File: src/rtl/gfx_pkg.sv
// Shared graphics definitions for the framebuffer arbiter.
//   FB_ADDR_W    : default framebuffer word-address width (512 x 32-bit words)
//   FB_BASE_ADDR : default Wishbone byte base address of the framebuffer window
//   fb_state_t   : Wishbone transaction FSM states
package gfx_pkg;

    localparam int          FB_ADDR_W    = 9;
    localparam logic [31:0] FB_BASE_ADDR = 32'h3000_0000;

    // IDLE: accepting a new Wishbone cycle
    // WAIT: memory access issued, read data arrives this cycle
    // ACK : acknowledge pulse presented to the master
    typedef enum logic [1:0] {
        IDLE = 2'd0,
        WAIT = 2'd1,
        ACK  = 2'd2
    } fb_state_t;

endpackage

File: src/rtl/fb_arbiter_if.sv
// Wishbone classic bus bundle used between a master and the framebuffer arbiter.
//   cyc, stb, we : cycle / strobe / write-enable controls (master -> slave)
//   adr, dat_w   : byte address and write data (master -> slave)
//   sel          : byte enables (master -> slave)
//   dat_r, ack   : read data and acknowledge (slave -> master)
interface fb_arbiter_if;

    logic        cyc;
    logic        stb;
    logic        we;
    logic [31:0] adr;
    logic [31:0] dat_w;
    logic [3:0]  sel;
    logic [31:0] dat_r;
    logic        ack;

    modport master (
        output cyc, stb, we, adr, dat_w, sel,
        input  dat_r, ack
    );

    modport slave (
        input  cyc, stb, we, adr, dat_w, sel,
        output dat_r, ack
    );

endinterface

File: src/rtl/fb_arbiter.sv
// Framebuffer arbiter: shares one single-port SRAM between a scanout reader
// and a Wishbone classic slave port.
//   clk, reset_n : clock and asynchronous active-low reset
//   wb           : Wishbone slave bundle (cyc/stb/we/adr/dat_w/sel in, dat_r/ack out)
//   scan_req, scan_addr          : scanout read request and word address
//   scan_gnt                     : scanout granted this cycle (combinational)
//   scan_valid, scan_data        : read data for the scan grant of the previous cycle
//   mem_en, mem_we, mem_wmask,
//   mem_addr, mem_wdata, mem_rdata : SRAM port, read data valid one cycle after mem_en
// Scanout wins by default; a waiting Wishbone cycle takes the memory once
// STARVE_MAX scan grants have gone by while it was pending.
module fb_arbiter
    import gfx_pkg::*;
#(
    parameter int          ADDR_W     = FB_ADDR_W,
    parameter logic [31:0] BASE_ADDR  = FB_BASE_ADDR,
    parameter int          STARVE_MAX = 4
) (
    input  logic              clk,
    input  logic              reset_n,
    fb_arbiter_if.slave       wb,
    input  logic              scan_req,
    input  logic [ADDR_W-1:0] scan_addr,
    output logic              scan_gnt,
    output logic              scan_valid,
    output logic [31:0]       scan_data,
    output logic              mem_en,
    output logic              mem_we,
    output logic [3:0]        mem_wmask,
    output logic [ADDR_W-1:0] mem_addr,
    output logic [31:0]       mem_wdata,
    input  logic [31:0]       mem_rdata
);

    localparam int              CNT_W   = $clog2(STARVE_MAX + 1);
    localparam logic [CNT_W-1:0] CNT_MAX = CNT_W'(STARVE_MAX);

    fb_state_t         state_reg, state_next;
    logic [CNT_W-1:0]  starve_cnt_reg, starve_cnt_next;
    logic              scan_valid_reg;
    logic              ack_reg;
    logic [31:0]       dat_r_reg;
    logic              rd_hit_reg;   // granted cycle was an in-range read
    logic              oor_reg;      // granted cycle was outside the window

    logic              wb_pending;
    logic              in_range;
    logic [ADDR_W-1:0] wb_word;
    logic              wb_grant;
    logic              scan_grant;
    logic              unused_adr_bits;

    assign wb_pending      = wb.cyc & wb.stb & (state_reg == IDLE);
    assign in_range        = (wb.adr[31:ADDR_W+2] == BASE_ADDR[31:ADDR_W+2]);
    assign wb_word         = wb.adr[ADDR_W+1:2];
    assign unused_adr_bits = ^wb.adr[1:0];

    // Arbitration, starvation counter, FSM next state and SRAM port.
    // Everything is gated by reset_n so the memory is untouched while in reset.
    always_comb begin
        wb_grant        = 1'b0;
        scan_grant      = 1'b0;
        state_next      = state_reg;
        starve_cnt_next = starve_cnt_reg;
        mem_en          = 1'b0;
        mem_we          = 1'b0;
        mem_wmask       = 4'b0000;
        mem_addr        = '0;
        mem_wdata       = 32'h0;

        if (reset_n) begin
            if (wb_pending && (!scan_req || (starve_cnt_reg == CNT_MAX))) begin
                wb_grant = 1'b1;
            end else if (scan_req) begin
                scan_grant = 1'b1;
            end
        end

        // Counts scan grants that overtook a waiting Wishbone cycle.
        if (!wb_pending || wb_grant) begin
            starve_cnt_next = '0;
        end else if (scan_grant && (starve_cnt_reg != CNT_MAX)) begin
            starve_cnt_next = starve_cnt_reg + 1'b1;
        end

        case (state_reg)
            IDLE:    if (wb_grant) state_next = WAIT;
            WAIT:    state_next = ACK;
            ACK:     state_next = IDLE;
            default: state_next = IDLE;
        endcase

        if (scan_grant) begin
            mem_en   = 1'b1;
            mem_addr = scan_addr;
        end else if (wb_grant && in_range) begin
            mem_en    = 1'b1;
            mem_we    = wb.we;
            mem_addr  = wb_word;
            mem_wmask = wb.we ? wb.sel : 4'b0000;
            mem_wdata = wb.dat_w;
        end
    end

    always_ff @(posedge clk or negedge reset_n) begin
        if (!reset_n) begin
            state_reg      <= IDLE;
            starve_cnt_reg <= '0;
            scan_valid_reg <= 1'b0;
            ack_reg        <= 1'b0;
            dat_r_reg      <= 32'h0;
            rd_hit_reg     <= 1'b0;
            oor_reg        <= 1'b0;
        end else begin
            state_reg      <= state_next;
            starve_cnt_reg <= starve_cnt_next;
            scan_valid_reg <= scan_grant;

            if (wb_grant) begin
                rd_hit_reg <= in_range & ~wb.we;
                oor_reg    <= ~in_range;
            end

            // SRAM read data for the Wishbone grant is on mem_rdata during WAIT.
            // Writes leave the read-data register untouched.
            if (state_reg == WAIT) begin
                if (rd_hit_reg) begin
                    dat_r_reg <= mem_rdata;
                end else if (oor_reg) begin
                    dat_r_reg <= 32'h0;
                end
            end

            // A master that dropped the cycle before ACK gets no pulse;
            // a write has already been committed by then.
            ack_reg <= (state_reg == WAIT) & wb.cyc & wb.stb;
        end
    end

    assign scan_gnt   = scan_grant;
    assign scan_valid = scan_valid_reg;
    assign scan_data  = scan_valid_reg ? mem_rdata : 32'h0;
    assign wb.ack     = ack_reg;
    assign wb.dat_r   = dat_r_reg;

endmodule

File: src/flat_wrapper.sv
// flat-port wrapper written by rule: the top's interface ports become plain ports
module fb_arbiter_flat import gfx_pkg::*;
#(
    parameter int          ADDR_W     = FB_ADDR_W,
    parameter logic [31:0] BASE_ADDR  = FB_BASE_ADDR,
    parameter int          STARVE_MAX = 4
)
  (clk, reset_n, scan_req, scan_addr, scan_gnt, scan_valid, scan_data, mem_en, mem_we, mem_wmask, mem_addr, mem_wdata, mem_rdata, wb_cyc, wb_stb, wb_we, wb_adr, wb_dat_w, wb_sel, wb_dat_r, wb_ack);
  fb_arbiter_if wb_i ();
  input  logic clk;
  input  logic reset_n;
  input  logic scan_req;
  input  logic [ADDR_W-1:0] scan_addr;
  output logic scan_gnt;
  output logic scan_valid;
  output logic [31:0] scan_data;
  output logic mem_en;
  output logic mem_we;
  output logic [3:0] mem_wmask;
  output logic [ADDR_W-1:0] mem_addr;
  output logic [31:0] mem_wdata;
  input  logic [31:0] mem_rdata;
  input wire logic [$bits(wb_i.cyc)-1:0] wb_cyc;
  input wire logic [$bits(wb_i.stb)-1:0] wb_stb;
  input wire logic [$bits(wb_i.we)-1:0] wb_we;
  input wire logic [$bits(wb_i.adr)-1:0] wb_adr;
  input wire logic [$bits(wb_i.dat_w)-1:0] wb_dat_w;
  input wire logic [$bits(wb_i.sel)-1:0] wb_sel;
  output wire logic [$bits(wb_i.dat_r)-1:0] wb_dat_r;
  output wire logic [$bits(wb_i.ack)-1:0] wb_ack;
  assign wb_i.cyc = wb_cyc;
  assign wb_i.stb = wb_stb;
  assign wb_i.we = wb_we;
  assign wb_i.adr = wb_adr;
  assign wb_i.dat_w = wb_dat_w;
  assign wb_i.sel = wb_sel;
  assign wb_dat_r = wb_i.dat_r;
  assign wb_ack = wb_i.ack;
  fb_arbiter #(.ADDR_W(ADDR_W), .BASE_ADDR(BASE_ADDR), .STARVE_MAX(STARVE_MAX)) u_core (.clk(clk), .reset_n(reset_n), .wb(wb_i), .scan_req(scan_req), .scan_addr(scan_addr), .scan_gnt(scan_gnt), .scan_valid(scan_valid), .scan_data(scan_data), .mem_en(mem_en), .mem_we(mem_we), .mem_wmask(mem_wmask), .mem_addr(mem_addr), .mem_wdata(mem_wdata), .mem_rdata(mem_rdata));
endmodule
File: config.mk
export PLATFORM = sky130hd
export DESIGN_NAME = fb_arbiter_flat
export DESIGN_NICKNAME = d
export VERILOG_FILES = /design/src/rtl/gfx_pkg.sv /design/src/rtl/fb_arbiter_if.sv /design/src/rtl/fb_arbiter.sv /design/src/flat_wrapper.sv
export SDC_FILE = /design/constraint.sdc
export NUM_CORES = 1
export LEC_CHECK = 0
export BUFFER_PORTS_ARGS = -buffer_cell sky130_fd_sc_hd__buf_4
export CORE_AREA = 3 3 87 89
export CTS_BUF_LIST = sky130_fd_sc_hd__clkbuf_4 sky130_fd_sc_hd__clkbuf_8
export DETAILED_ROUTE_END_ITERATION = 10
export DIE_AREA = 0 0 90 92
export PLACE_DENSITY = 0.83
export SETUP_SLACK_MARGIN = 0.2
export SYNTH_ARGS = -nofsm -noshare
export SYNTH_HDL_FRONTEND = slang
export SYNTH_SLANG_ARGS = --single-unit
File: constraint.sdc
create_clock -name clk -period 2.08 [get_ports clk]
set_input_delay 0.208 -clock clk [delete_from_list [all_inputs] [get_ports clk]]
set_output_delay 0.208 -clock clk [all_outputs]
set_load 0.03 [all_outputs]
==> impl_metrics.py, run 1 <==
metrics = {
    "run_status": {
        "outcome": "complete, but fails checks",
        "violations": "negative setup slack",
    },
    "logic_synthesis": {
        "synth_nets": 327,
        "ys_seq_area_share_pct": 47.4,
        "synth_edf_count": 0,
        "synth_cell_types": 30,
        "synth_area_sq_um": 2170,
        "synth-async-reset-ratio_pct": 100,
        "synth_warnings": 0,
        "synth_seq_cells": 41,
        "syn-instance-count": 210,
        "ys.flop_type": "dfrtp_1",
        "syn_area_per_cell_sq_um": 10.3,
    },
    "sta": {
        "rsz0062_at_grt": "yes",
        "max_freq_mhz": 464,
        "relSlewSlack_pct": 50.7,
        "maxSlewViolCount": 0,
        "fin_crit_sh_pct": 104,
        "setup_violations": 46,
        "worst_slack_ns": -0.0754,
        "worstMarginPinSlew_ns": 0.740,
        "worst_clock_skew_ns": 0.00406,
        "period_minus_slack_ns": 2.16,
        "timing.final.hold_violations": 0,
    },
    "detailed_routing": {
        "wl_mm": 10.1,
        "drcViolationCount": 0,
        "routed-wl-met3_microns": 847,
        "vias": 2679,
        "drtAntennaViolNets": 0,
        "drtPass1Iterations": 4,
        "top_layer": "met4",
        "viasPerCell": 4.92,
        "met1Wirelength_mm": 3.37,
        "drt_iter0_drc": 76,
        "met2WireLength_mm": 5.51,
        "wire_per_inst_microns": 18.5,
    },
    "layout": {
        "fin_util_pct": 68.6,
        "diodes": 0,
        "syn_to_final_growth_pct": 117,
        "nNetsFinal": 564,
        "drive_above_1_share_pct": 67.4,
        "final_area_sq_um": 4690,
        "stdcell_count": 544,
        "largest_reg_flops": 32,
    },
    "power_and_ir_drop": {
        "power_density_nw_per_um2": 402,
        "power_frac_clock_pct": 34.8,
        "p_leak_nw": 2.53,
        "power_frac_comb_pct": 22.4,
        "seq_power_share_pct": 42.8,
        "p_switching_uw": 468,
        "p_total_mw": 1.89,
        "intPower_mw": 1.42,
        "ir_drop_v": 0.000284,
        "switching_share_pct": 24.8,
    },
    "floorplan": {
        "die_y_microns": 92,
        "die_w_microns": 90,
        "start_util_pct": 31.7,
        "std_cell_rows": 30,
        "ios": 229,
        "core_area_sq_um": 6830,
        "dieArea_sq_um": 8280,
    },
    "hold_path": {
        "min_path_type": "in -> async",
    },
    "grt": {
        "grt.overflow.total": 0,
        "grt_use_total_pct": 22.0,
        "grt_pass1_vias": 2896,
        "grt_max_degree": 46,
        "grt_first_pass_wirelength_mm": 14.6,
        "grt_antenna_before_repair": 0,
    },
    "setup_path": {
        "worst-endpoint-required_ns": 1.87,
        "cp-end-kind": "output port",
        "reg2reg_depth": 4,
        "r2r_end": "u_core.wb.dat_r[22]",
        "reg2reg_setup_slack_ns": 0.57,
        "start_kind": "flip-flop",
        "worstReg2RegStart": "u_core.state_reg[1]",
        "crit_fanout": 10,
        "critical_path_class": "reg -> out",
        "cp_data_arrival_time_ns": 1.95,
    },
    "clocking": {
        "cts-root-buf": "clkbuf_8",
        "clkTransAtPathRegs_ns": 0.08,
        "cts_buffers": 5,
        "cts_tree": "done",
        "clockBufferDepth": 2,
        "htree_levels": 2,
        "clock-sinks": 41,
        "clock_latency_ns": 0.29,
    },
    "placement": {
        "port_buffers": 226,
        "hpwl_mm": 6.78,
        "dp_cells": 522,
        "place_area_sq_um": 3980,
        "gp_congestion": 0.796,
        "preCtsSetupSlack_ns": 0.128,
    },
    "job": {
        "max-cap-violations": 0,
    },
}
==> worst max-delay path, stage by stage (launching register included) <==
cell and delay [ns]:
dfrtp_1 0.41, and4bb_2 0.41, nand2_4 0.08, nor3_4 0.16
buf_6 0.15, buf_12 0.12, and3_1 0.19, buf_6 0.14
==> cell type report <==
type / instances / area (sq um)
fillers: 507 / 2140
inverters: 4 / 15.0
multi-input cells: 149 / 1260
clock inverters: 2 / 37.5
repair buffers: 246 / 2150
well taps: 96 / 120
clock buffers: 6 / 82.6
flip-flops and latches: 41 / 1030
==> cell families after synthesis <==
group,after synthesis,share of synthesized area (%)
buffers and inverters,20,4.33
DFF,41,47.4
AOI/OAI and AO/OA,50,19.1
adders and majority gates,2,1.16
and+or+nand+nor,97,28.0
==> layout by cell type (no fill, tap or decap), types with 4 or more instances in the layout <==
cell / n
a21oi_1: 4
a22o_1: 32
a22o_4: 9
and2_1: 39
and2_4: 27
and3_4: 4
buf_4: 184
buf_6: 55
clkbuf_8: 6
dfrtp_1: 41
inv_1: 4
nand3_1: 4
nor4_1: 4
==> cells in the mapped netlist (2+ instances only) <==
library cell,instances,area (sq um)
clkbuf_2,2,10.0
ha_1,2,25.0
dfrtp_1,41,1030
nor4_1,4,25.0
a21oi_1,4,20.0
nand2_1,3,11.3
and3_1,6,37.5
clkbuf_1,8,30.0
and2_1,66,413
a22o_1,41,359
nand3_1,5,25.0
buf_2,4,20.0
nor3_2,2,20.0
nor2_1,2,7.51
nand2b_1,2,12.5
inv_1,4,15.0
==> timing repair <==
action	4_1_cts	5_1_grt
pin swaps	15	12
resized for setup	88	20
hold endpoints to repair	2	0
hold buffers	1	0
endpoints found under the setup margin	48	48
cloned	3	4
buffers inserted	5	1
==> stage by stage <==
stage          hold WS [ns]  TNS [ns]
2_1_floorplan       -0.0876         0
3_3_place_gp         0.0140         0
3_5_place_dp         0.0147         0
4_1_cts              0.0575    -0.225
5_1_grt              0.0908     -5.04
6_report             0.0563     -1.73
==> layer usage <==
| layer | up-vias | global-route usage (%) |
|---|---|---|
| met5 | - | 0 |
| met4 | 0 | 9.82 |
| met3 | 24 | 6.64 |
| met2 | 168 | 41.9 |
| met1 | 1268 | 21.9 |
| li1 | 1219 | - |
==> power by group through the flow <==
| stage | Clock (mW) | Sequential (mW) | Combinational, mW |
|---|---|---|---|
| floorplan | 0 | 0.820 | 0.127 |
| global placement | 0 | 0.823 | 0.368 |
| detailed placement | 0 | 0.824 | 0.375 |
| CTS | 0.679 | 0.808 | 0.414 |
| global route | 0.716 | 0.809 | 0.448 |
| finish | 0.658 | 0.808 | 0.422 |
==> worst max path at each step <==
stage / depth (start not counted) / end / from
final: 7 / mem_wmask[3] / u_core.state_reg[1]
after global routing: 9 / mem_wmask[3] / u_core.starve_cnt_reg[1]
after CTS: 9 / mem_wmask[0] / u_core.starve_cnt_reg[0]
after detailed placement: 7 / mem_wmask[1] / wb_adr[15]
after global placement: 7 / mem_wdata[22] / wb_adr[15]
after floorplan: 7 / mem_addr[0] / u_core.starve_cnt_reg[0]
Note: power is estimated with default switching activity, not from simulation.
==> run 2, diff against run 1 <==
- BUFFER_PORTS_ARGS: -buffer_cell sky130_fd_sc_hd__buf_4 -> default
- CORE_AREA: 3 3 87 89 -> 3 3 88 90
- DIE_AREA: 0 0 90 92 -> 0 0 91 93
- DONT_BUFFER_PORTS: default -> 1
- PLACE_DENSITY: 0.83 -> 0.54
==> run 2 against run 1 <==
Against the previous run:
- the run now ends clean
- die area is 2.2% higher
- combinational power fell by 59%
- fmax up 8.1%
- critical endpoint is now mem_wdata[13]
- non-clock buffer count decreased by 190
- utilization is 25 points lower
- largest cell class is now multi-input combinational cells
- sequential power hardly changed
- sequential share of layout area rose by 11 points
- register-to-register slack got worse by 0.04 ns
- clock skew hardly changed
- total power shrank 13%
- global-route usage down 5.4 points
==> impl_metrics.py, run 2 (synthesis gave the netlist of run 1 again) <==
metrics = {
    "layout": {
        "drive_above_1_share_pct": 41.9,
        "final_area_sq_um": 3130,
        "largest_reg_flops": 32,
        "final_common_cell": "and2_1",
        "final_cell_mix": "and2_1, buf_6, dfrtp_1",
        "nNetsFinal": 374,
        "diodes": 0,
        "syn_to_final_growth_pct": 44.5,
    },
    "sta": {
        "fin_crit_sh_pct": 95.8,
        "setup_violations": 0,
        "worst_slack_ns": 0.0869,
        "period_minus_slack_ns": 1.99,
        "rsz0062_at_grt": "yes",
        "whs_ns": 0.0495,
        "worstMarginPinSlew_ns": 0.629,
        "relSlewSlack_pct": 58.0,
        "maxSlewViolCount": 0,
        "fin_tns_setup_ns": 0,
        "worst_clock_skew_ns": 0.00365,
        "max_freq_mhz": 502,
        "timing.final.hold_violations": 0,
    },
    "setup_path": {
        "crit_chain": "inv_2, ha_4, a21bo_4, nand2_4, nor3_4, buf_6, buf_6, and2_1, buf_6",
        "crit_fanout": 11,
        "critical_path_class": "reg -> out",
        "critPathSlowestCell": "dfrtp_1",
        "critPathMaxStageDelay_ns": 0.39,
        "critPathMostFrequentCell": "buf_6",
        "worst-endpoint-required_ns": 1.87,
        "cp-end-kind": "output port",
        "cp_data_arrival_time_ns": 1.79,
        "crit_buf_inv": 4,
        "start_kind": "flip-flop",
        "critical_path.top_delay_family": "buffers and inverters",
    },
    "clocking": {
        "cts_buffers": 5,
        "cts_tree": "done",
        "clock_latency_ns": 0.28,
        "htree_levels": 2,
        "clock-sinks": 41,
        "clockBufferDepth": 2,
        "cts-root-buf": "clkbuf_8",
        "clkTransAtPathRegs_ns": 0.08,
    },
    "floorplan": {
        "core_area_sq_um": 7140,
        "start_util_pct": 30.3,
        "die_y_microns": 93,
        "dieArea_sq_um": 8460,
        "std_cell_rows": 31,
        "ios": 229,
        "die_w_microns": 91,
    },
    "detailed_routing": {
        "top_layer": "met5",
        "drcViolationCount": 0,
        "wl_mm": 7.46,
        "met1Wirelength_mm": 2.65,
        "drtAntennaViolNets": 0,
        "viasPerCell": 5.22,
        "vias": 1865,
        "wire_per_inst_microns": 20.9,
        "drt_iter0_drc": 47,
        "routed-wl-met3_microns": 894,
        "met2WireLength_mm": 3.84,
        "drtPass1Iterations": 4,
    },
    "job": {
        "max-cap-violations": 0,
    },
    "placement": {
        "hpwl_mm": 5.63,
        "preCtsSetupSlack_ns": 0.143,
        "place_area_sq_um": 2580,
        "port_buffers": 0,
        "gp_congestion": 0.752,
    },
    "grt": {
        "grt_max_degree": 42,
        "grt_use_total_pct": 16.6,
        "grt_antenna_before_repair": 1,
        "grt_first_pass_wirelength_mm": 10.9,
        "grt_pass1_vias": 1934,
        "grt.overflow.total": 0,
    },
    "hold_path": {
        "min_path_type": "in -> reg",
    },
    "power_and_ir_drop": {
        "power_density_nw_per_um2": 525,
        "p_leak_nw": 1.52,
        "ir_drop_v": 0.000230,
        "p_total_mw": 1.64,
    },
    "run_status": {
        "outcome": "finished clean",
    },
}
run 2: cell types whose count changed in the layout (fill, tap and decap cells not counted), moves of 2 or more:
cell	before	now
and2_1	39	46
and2_4	27	20
buf_4	184	9
buf_6	55	45
clkbuf_16	3	0
inv_1	4	2
inv_2	0	2
run 2: repair_timing:
| action | CTS | global route |
|---|---|---|
| endpoints found under the setup margin | 48 | 80 |
| cloned | 3 | 0 |
| setup buffers | 4 | 0 |
| pin swaps | 19 | 4 |
| hold endpoints to repair | 41 | 0 |
| gates resized for setup | 79 | 13 |
| hold buffers | 2 | 0 |
run 2: layer usage:
| layer | GRT usage, % | vias up |
|---|---|---|
| li1 | - | 833 |
| met1 | 18.9 | 877 |
| met2 | 28.7 | 146 |
| met3 | 6.84 | 7 |
| met4 | 4.52 | 2 |
| met5 | 0 | - |
run 2: worst paths after layout:
kind	from	slack (ns)	cells past startpoint	endpoint
min in group asynchronous	reset_n	0.39	2	u_core.wb.dat_r[9]
worst max register to register	u_core.rd_hit_reg	0.53	3	u_core.wb.dat_r[20]
worst max-delay path	u_core.starve_cnt_reg[0]	0.09	9	mem_wdata[13]
worst min register to register	u_core.oor_reg	0.53	2	u_core.oor_reg
max in group asynchronous	reset_n	1.49	2	u_core.scan_valid
worst min-delay path	mem_rdata[7]	0.05	1	u_core.wb.dat_r[7]
run 2: final cells by class:
cell class,instances,area [sq um]
clock buffer,7,90.1
inverter,4,15.0
sequential,41,1030
multi-input combinational,149,1240
timing repair buffer,56,604
clock inverter,1,30.0
tap,99,124
fill,708,4010
run 2: report_power, final:
part / leakage (nW) / internal [mW] / total (mW) / switching [mW]
combinational: 0.891 / 0.0508 / 0.171 / 0.121
clock: 0.0619 / 0.404 / 0.664 / 0.260
sequential: 0.565 / 0.799 / 0.808 / 0.00870
run 2: per-stage QoR:
stage | instances | utilization (%)
after floorplan | 210 | -
after global placement | 340 | 36.1
after detailed placement | 340 | 36.1
after CTS | 357 | 43.4
after global routing | 357 | 43.8
final | 357 | 43.8
